--- src/rtl/projetoniosqsys_mem_fill_check.sv ---
// Fill/verify engine for the on-chip RAM's second slave port: writes a seed+index
// pattern over a word range, or reads it back and counts/locates mismatches.
module projetoniosqsys_mem_fill_check #(
    parameter int DEPTH = 1840,
    parameter int AW    = 11,
    parameter int DW    = 32
) (
    input  logic              clk,
    input  logic              reset,
    input  logic              start,
    input  logic              mode,
    input  logic              abort,
    input  logic [AW-1:0]     base,
    input  logic [AW:0]       len,
    input  logic [DW-1:0]     seed,
    output logic              busy,
    output logic              done,
    output logic              cfg_err,
    output logic [AW:0]       err_cnt,
    output logic [AW-1:0]     first_err_addr,
    output logic [AW-1:0]     mem_address,
    output logic [DW/8-1:0]   mem_byteenable,
    output logic              mem_chipselect,
    output logic              mem_write,
    output logic [DW-1:0]     mem_writedata,
    output logic              mem_clken,
    input  logic [DW-1:0]     mem_readdata
);

    localparam int BW = DW / 8;
    localparam logic [AW+1:0] DEPTH_V = (AW+2)'(DEPTH);

    typedef enum logic [2:0] {
        S_IDLE,
        S_FILL,
        S_CHECK,
        S_DRAIN,
        S_FIN
    } state_t;

    state_t                state;
    logic [AW-1:0]         base_r;
    logic [AW:0]           len_r;
    logic [DW-1:0]         seed_r;
    logic [AW:0]           idx;
    logic [DW-1:0]         pat;
    logic                  err_seen;
    logic                  vld_p0;
    logic [DW-1:0]         exp_p0;
    logic [AW-1:0]         addr_p0;
    logic [AW+1:0]         end_sum;
    logic                  range_bad;
    logic                  last_issue;
    logic                  mismatch;

    function automatic logic [AW:0] sat_inc(input logic [AW:0] v);
        return (&v) ? v : v + 1'b1;
    endfunction

    assign mem_clken  = 1'b1;
    assign end_sum    = {2'b00, base} + {1'b0, len};
    assign range_bad  = end_sum > DEPTH_V;
    assign last_issue = abort || (idx == len_r);
    assign mismatch   = vld_p0 && (mem_readdata != exp_p0);

    // compare stage p0: expected word and address of the read presented this cycle
    always_ff @(posedge clk) begin
        exp_p0  <= pat;
        addr_p0 <= mem_address;
    end

    always_ff @(posedge clk or posedge reset) begin
        if (reset) begin
            state          <= S_IDLE;
            busy           <= 1'b0;
            done           <= 1'b0;
            cfg_err        <= 1'b0;
            err_cnt        <= '0;
            first_err_addr <= '0;
            err_seen       <= 1'b0;
            mem_address    <= '0;
            mem_byteenable <= '0;
            mem_chipselect <= 1'b0;
            mem_write      <= 1'b0;
            mem_writedata  <= '0;
            base_r         <= '0;
            len_r          <= '0;
            seed_r         <= '0;
            idx            <= '0;
            pat            <= '0;
            vld_p0         <= 1'b0;
        end else begin
            done   <= 1'b0;
            vld_p0 <= mem_chipselect && !mem_write;

            if (mismatch) begin
                err_cnt <= sat_inc(err_cnt);
                if (!err_seen) begin
                    first_err_addr <= addr_p0;
                    err_seen       <= 1'b1;
                end
            end

            case (state)
                S_IDLE: begin
                    if (start) begin
                        base_r         <= base;
                        len_r          <= len;
                        seed_r         <= seed;
                        err_cnt        <= '0;
                        first_err_addr <= '0;
                        err_seen       <= 1'b0;
                        cfg_err        <= 1'b0;
                        if (range_bad) begin
                            cfg_err <= 1'b1;
                            state   <= S_FIN;
                            done    <= 1'b1;
                        end else if (len == '0) begin
                            state <= S_FIN;
                            done  <= 1'b1;
                        end else begin
                            state          <= mode ? S_CHECK : S_FILL;
                            busy           <= 1'b1;
                            mem_chipselect <= 1'b1;
                            mem_write      <= !mode;
                            mem_byteenable <= {BW{1'b1}};
                            mem_address    <= base;
                            mem_writedata  <= mode ? '0 : seed;
                            pat            <= seed;
                            idx            <= (AW+1)'(1);
                        end
                    end
                end

                S_FILL, S_CHECK: begin
                    if (last_issue) begin
                        mem_chipselect <= 1'b0;
                        mem_write      <= 1'b0;
                        mem_byteenable <= '0;
                        mem_writedata  <= '0;
                        if (state == S_CHECK) begin
                            state <= S_DRAIN;
                        end else begin
                            state <= S_FIN;
                            busy  <= 1'b0;
                            done  <= 1'b1;
                        end
                    end else begin
                        mem_address <= base_r + idx[AW-1:0];
                        pat         <= pat + 1'b1;
                        if (state == S_FILL) begin
                            mem_writedata <= pat + 1'b1;
                        end
                        idx <= idx + 1'b1;
                    end
                end

                // final read word is compared on the edge leaving this state
                S_DRAIN: begin
                    state <= S_FIN;
                    busy  <= 1'b0;
                    done  <= 1'b1;
                end

                S_FIN: begin
                    state <= S_IDLE;
                end

                default: begin
                    state <= S_IDLE;
                    busy  <= 1'b0;
                end
            endcase
        end
    end

endmodule
--- config.mk ---
export PLATFORM = sky130hd
export DESIGN_NAME = projetoniosqsys_mem_fill_check
export DESIGN_NICKNAME = d
export VERILOG_FILES = /design/src/rtl/projetoniosqsys_mem_fill_check.sv
export SDC_FILE = /design/constraint.sdc
export NUM_CORES = 1
export LEC_CHECK = 0
export BUFFER_PORTS_ARGS = -buffer_cell sky130_fd_sc_hd__buf_2
export CORE_ASPECT_RATIO = 0.5
export CORE_MARGIN = 2
export CORE_UTILIZATION = 55
export DETAILED_ROUTE_END_ITERATION = 16
export PLACE_DENSITY_LB_ADDON = 0.1
export SLEW_MARGIN = 20
export SYNTH_ARGS = -nofsm -noshare
export SYNTH_HDL_FRONTEND = slang
export SYNTH_SLANG_ARGS = --single-unit
--- constraint.sdc ---
create_clock -name clk -period 14.51 [get_ports clk]
set_input_delay 2.902 -clock clk [delete_from_list [all_inputs] [get_ports clk]]
set_output_delay 2.902 -clock clk [all_outputs]
set_load 0.02 [all_outputs]
==> summary.txt <==
STA
  • Post-route setup slack: 8.10 ns
  • TNS Setup: 0 ns
  • Achievable clock frequency: around 0.16 GHz
  • Final worst path period need: 6.41 ns
  • Slew Limit Fails: 0
  • Max transition margin: 0.308
  • Setup violations, final: 0
  • Skew final: roughly 0.012 ns
  • Endpoints failing hold: 0
  • Worst-margin pin slew: around 1.0 ns
  • Crit share post-route: 0.442
  • RSZ-0062 raised after global routing: no

Floorplan
  • Starting Density: 0.565
  • Core area: about 0.017 sq mm
  • Die height: a little under 100 microns
  • # rows: 34
  • Area of the die: 0.0191 sq mm
  • Die X: 194 microns
  • IO Pins: ~170

Clocking
  • # H-tree levels: 4
  • Post-CTS Resized: 0
  • # Post-CTS Setup Buffers: 0
  • Clk buf depth: 2
  • CTS clk-pin slew, worst paths: approximately 0.070 ns
  • CTS tree: done
  • Root buf cell: clkbuf_16
  • # hold bufs at CTS: 0
  • CTS Sinks: 186
  • Clk Latency, worst-skew pair: between 0.4 and 0.5 ns
  • CTS Buf Count: 17

Critical path
  • Largest fanout on the critical path: 34
  • WP data required: 14.78 ns
  • CP Launch Type: input port
  • Critical path endpoint category: flip-flop
  • Max stage delay on crit path: 0.78 ns
  • CP Buf/Inv Count: 1
  • Worst path arrival time: about 6.7 ns
  • Worst path cell trace: buf_2 > ha_1 > fa_1 > a211oi_4 > o211ai_2 > a311o_1 > a2111oi_4 > o21ai_2 > a31oi_4 > or2_1 > o21ai_0
  • Kind of critical path: in -> reg
  • CP max stage cell: a31oi_4
  • Crit path max-delay family: compound AO/OA/AOI/OAI gates

Yosys
  • Post-Syn Nets: between 1000 and 1500
  • Unique cell type count in the Yosys netlist: 73
  • Commonest register cell after synthesis: dfrtp_1
  • Synth Area in XOR/XNOR: 0.0860
  • Post-synthesis compound-gate area fraction: 0.155
  • Synth warnings: 0
  • Yosys reg bits: between 150 and 200
  • Main combinational cell family by area after synthesis: compound AO/OA/AOI/OAI gates
  • Adder-cell area share of the yosys netlist: 0.0344
  • Sequential-to-total area share from yosys stat: 0.449
  • Syn Area/Cell: 10.1 sq um
  • Async S/R FF share, synth: 0.769
  • Mux contribution to synthesized area: 0.102
  • Synth Cell Area: between 0.009 and 0.01 sq mm
  • Simple-Gate Fraction of Synth Area: 0.137
  • Number of enable flip-flop cells after synthesis: 0
  • Post-Syn Instances: around 1000

Global route
  • Vias in the first global route: roughly 7600
  • Grt total ovfl: 0
  • First-pass GRT wire length: between 40 and 50 mm
  • Total track usage: 0.269
  • Initial antenna violation count: 0
  • Largest net degree at the start of global routing: 90

Run status
  • Status: completed

Power
  • Worst VDD drop: between 0.1 and 0.15 mV
  • Final total power: around 0.0024 W
  • Static Leak: slightly above 5 nW
  • Comb pwr share: 0.440
  • Cell internal pwr: around 0.0014 W
  • Clock power frac: 0.177
  • Switching share of total power: 0.412
  • Pwr Density: ~220 mW/mm^2
  • Net Sw Power: a little over 0.001 W
  • Sequential Power Share: 0.384

Place
  • GP Congestion: slightly below 0.9
  • Pre-CTS WS: just under 8 ns
  • PortBufs: between 150 and 200
  • DP HPWL: approximately 18 mm

Drt
  • Vias/cell: a little under 6
  • Post-DRT Antenna Nets: 0
  • Vias: about 8000
  • Drt total wl: about 25 mm
  • WL/cell: around 19 microns
  • 1st-pass router iterations: 6
  • Detailed Route Iter0 Violations: around 460
  • DRC viols: 0

Final layout
  • P&R area growth vs syn: 14.7%
  • Layout Utilization: 0.648
  • # diodes: 0
  • Final nets: approximately 1200
  • Most common cell after layout, fill and taps aside: buf_2
  • Ratio of cells with drive above 1 in the final layout: 0.258
  • Most frequent cells in the layout: buf_2, dfrtp_1, o21ai_0
  • Filler cell count in the final layout: between 1000 and 1500

Job
  • Max cap viols: 0

Min path
  • Hold Crit Class: reg -> reg
registers in the layout, indices dropped and copies added (netlist names):
| signal | flops |
|---|---|
| state | 3 |
| addr_p0 | 11 |
| base_r | 11 |
| mem_writedata | 32 |
| done | 1 |
| busy | 1 |
| mem_byteenable | 1 |
| mem_write | 1 |
| exp_p0 | 32 |
| len_r | 12 |
| pat | 32 |
| mem_address | 11 |
| err_cnt | 12 |
| idx | 12 |
| first_err_addr | 11 |
| vld_p0 | 1 |
| err_seen | 1 |
| cfg_err | 1 |
path summary, 6_finish.rpt:
check | from | end | slack (ns) | cells past startpoint
max reg2reg | state[1]$_DFFE_PP0P_ | pat[26]$_DFFE_PP0P_ | 11.06 | 8
max in group asynchronous | reset | mem_address[6]$_DFFE_PP0P_ | 10.81 | 3
min | mem_address[1]$_DFFE_PP0P_ | addr_p0[1]$_DFF_P_ | 0.39 | 0
max | base[0] | pat[17]$_DFFE_PP0P_ | 8.10 | 11
min reg2reg | mem_address[1]$_DFFE_PP0P_ | addr_p0[1]$_DFF_P_ | 0.39 | 0
min in group asynchronous | reset | mem_writedata[4]$_DFFE_PP0P_ | 2.56 | 2
layout make-up:
type | count | area, sq um | share of cell area
Sequential cell | 186 | 4440 | 0.392
Multi-Input combinational cell | 722 | 5100 | 0.450
Clock inverter | 9 | 67.6 | 0.00596
Clock buffer | 23 | 468 | 0.0413
Inverter | 15 | 61.3 | 0.00541
Tap cell | 234 | 293 | 0.0258
Timing Repair Buffer | 175 | 902 | 0.0796
worst register-to-register path, cell delays in order, from the launching register on:
cell and delay [ns]:
dfrtp_1 0.56, a21oi_1 0.21, o21ai_4 0.09, buf_4 0.69, or2_2 0.66, nand2_1 0.59, o21ai_0 0.26, nor2_1 0.06
o22a_1 0.20
power by group through the flow:
| stage | Clock, W | Combinational (W) | Sequential (W) |
|---|---|---|---|
| floorplan | 0 | 0.000765 | 0.000961 |
| global placement | 0 | 0.00104 | 0.000933 |
| detailed placement | 0 | 0.00107 | 0.000942 |
| CTS | 0.000436 | 0.00108 | 0.000934 |
| global route | 0.000457 | 0.00118 | 0.000970 |
| finish | 0.000431 | 0.00107 | 0.000937 |
logic make-up (layout without fill, tap and decap cells):
logic type | after synthesis | in the layout
multiplexers | 81 | 81
XOR/XNOR | 97 | 97
flip-flops | 186 | 186
other | 1 | 1
adder cells (fa/ha/maj) | 26 | 26
AND/OR/NAND/NOR | 278 | 278
buffers and inverters | 71 | 222
AO/OA/AOI/OAI | 239 | 239
synth_stat cells (all sizes together) (3+ instances only):
cell | count | area [sq um]
nand2 | 76 | 285
dfrtp | 143 | 3580
nand3b | 8 | 60.1
a21o | 5 | 38.8
a21oi | 37 | 196
a31oi | 15 | 109
mux2 | 68 | 875
and2 | 7 | 43.8
o21ai | 109 | 549
nor4 | 20 | 125
dfxtp | 43 | 861
or2 | 4 | 25.0
nor2b | 4 | 25.0
ha | 24 | 300
and4 | 4 | 35.0
o21a | 9 | 67.6
a2bb2oi | 14 | 123
clkbuf | 33 | 124
nand4 | 9 | 56.3
xnor2 | 33 | 289
xor2 | 64 | 561
nor2 | 68 | 258
a22oi | 5 | 37.5
inv | 15 | 56.3
and3 | 13 | 81.3
o22ai | 5 | 31.3
o31ai | 7 | 52.6
nor3b | 4 | 30.0
or3 | 3 | 18.8
buf | 23 | 178
mux2i | 13 | 130
nand2b | 4 | 25.0
nand3 | 25 | 125
nor3 | 26 | 130
a211oi | 11 | 100
routing by layer:
| layer | track usage | share of wire |
|---|---|---|
| met5 | 0 | 0 |
| met1 | 0.384 | 0.48 |
| met3 | 0.0496 | 0.056 |
| met4 | 0.0740 | 0.014 |
| met2 | 0.423 | 0.45 |
stage by stage:
stage / area (sq um) / hold slack [ns] / instances
finish: 11300 / 0.391 / 1364
global route: 11300 / 0.405 / 1364
CTS: 11300 / 0.397 / 1364
detailed placement: 10800 / 0.385 / 1332
global placement: 10800 / 0.388 / 1332
floorplan: 9880 / 0.345 / 979
No activity file was read; power rests on OpenSTA's default activity.
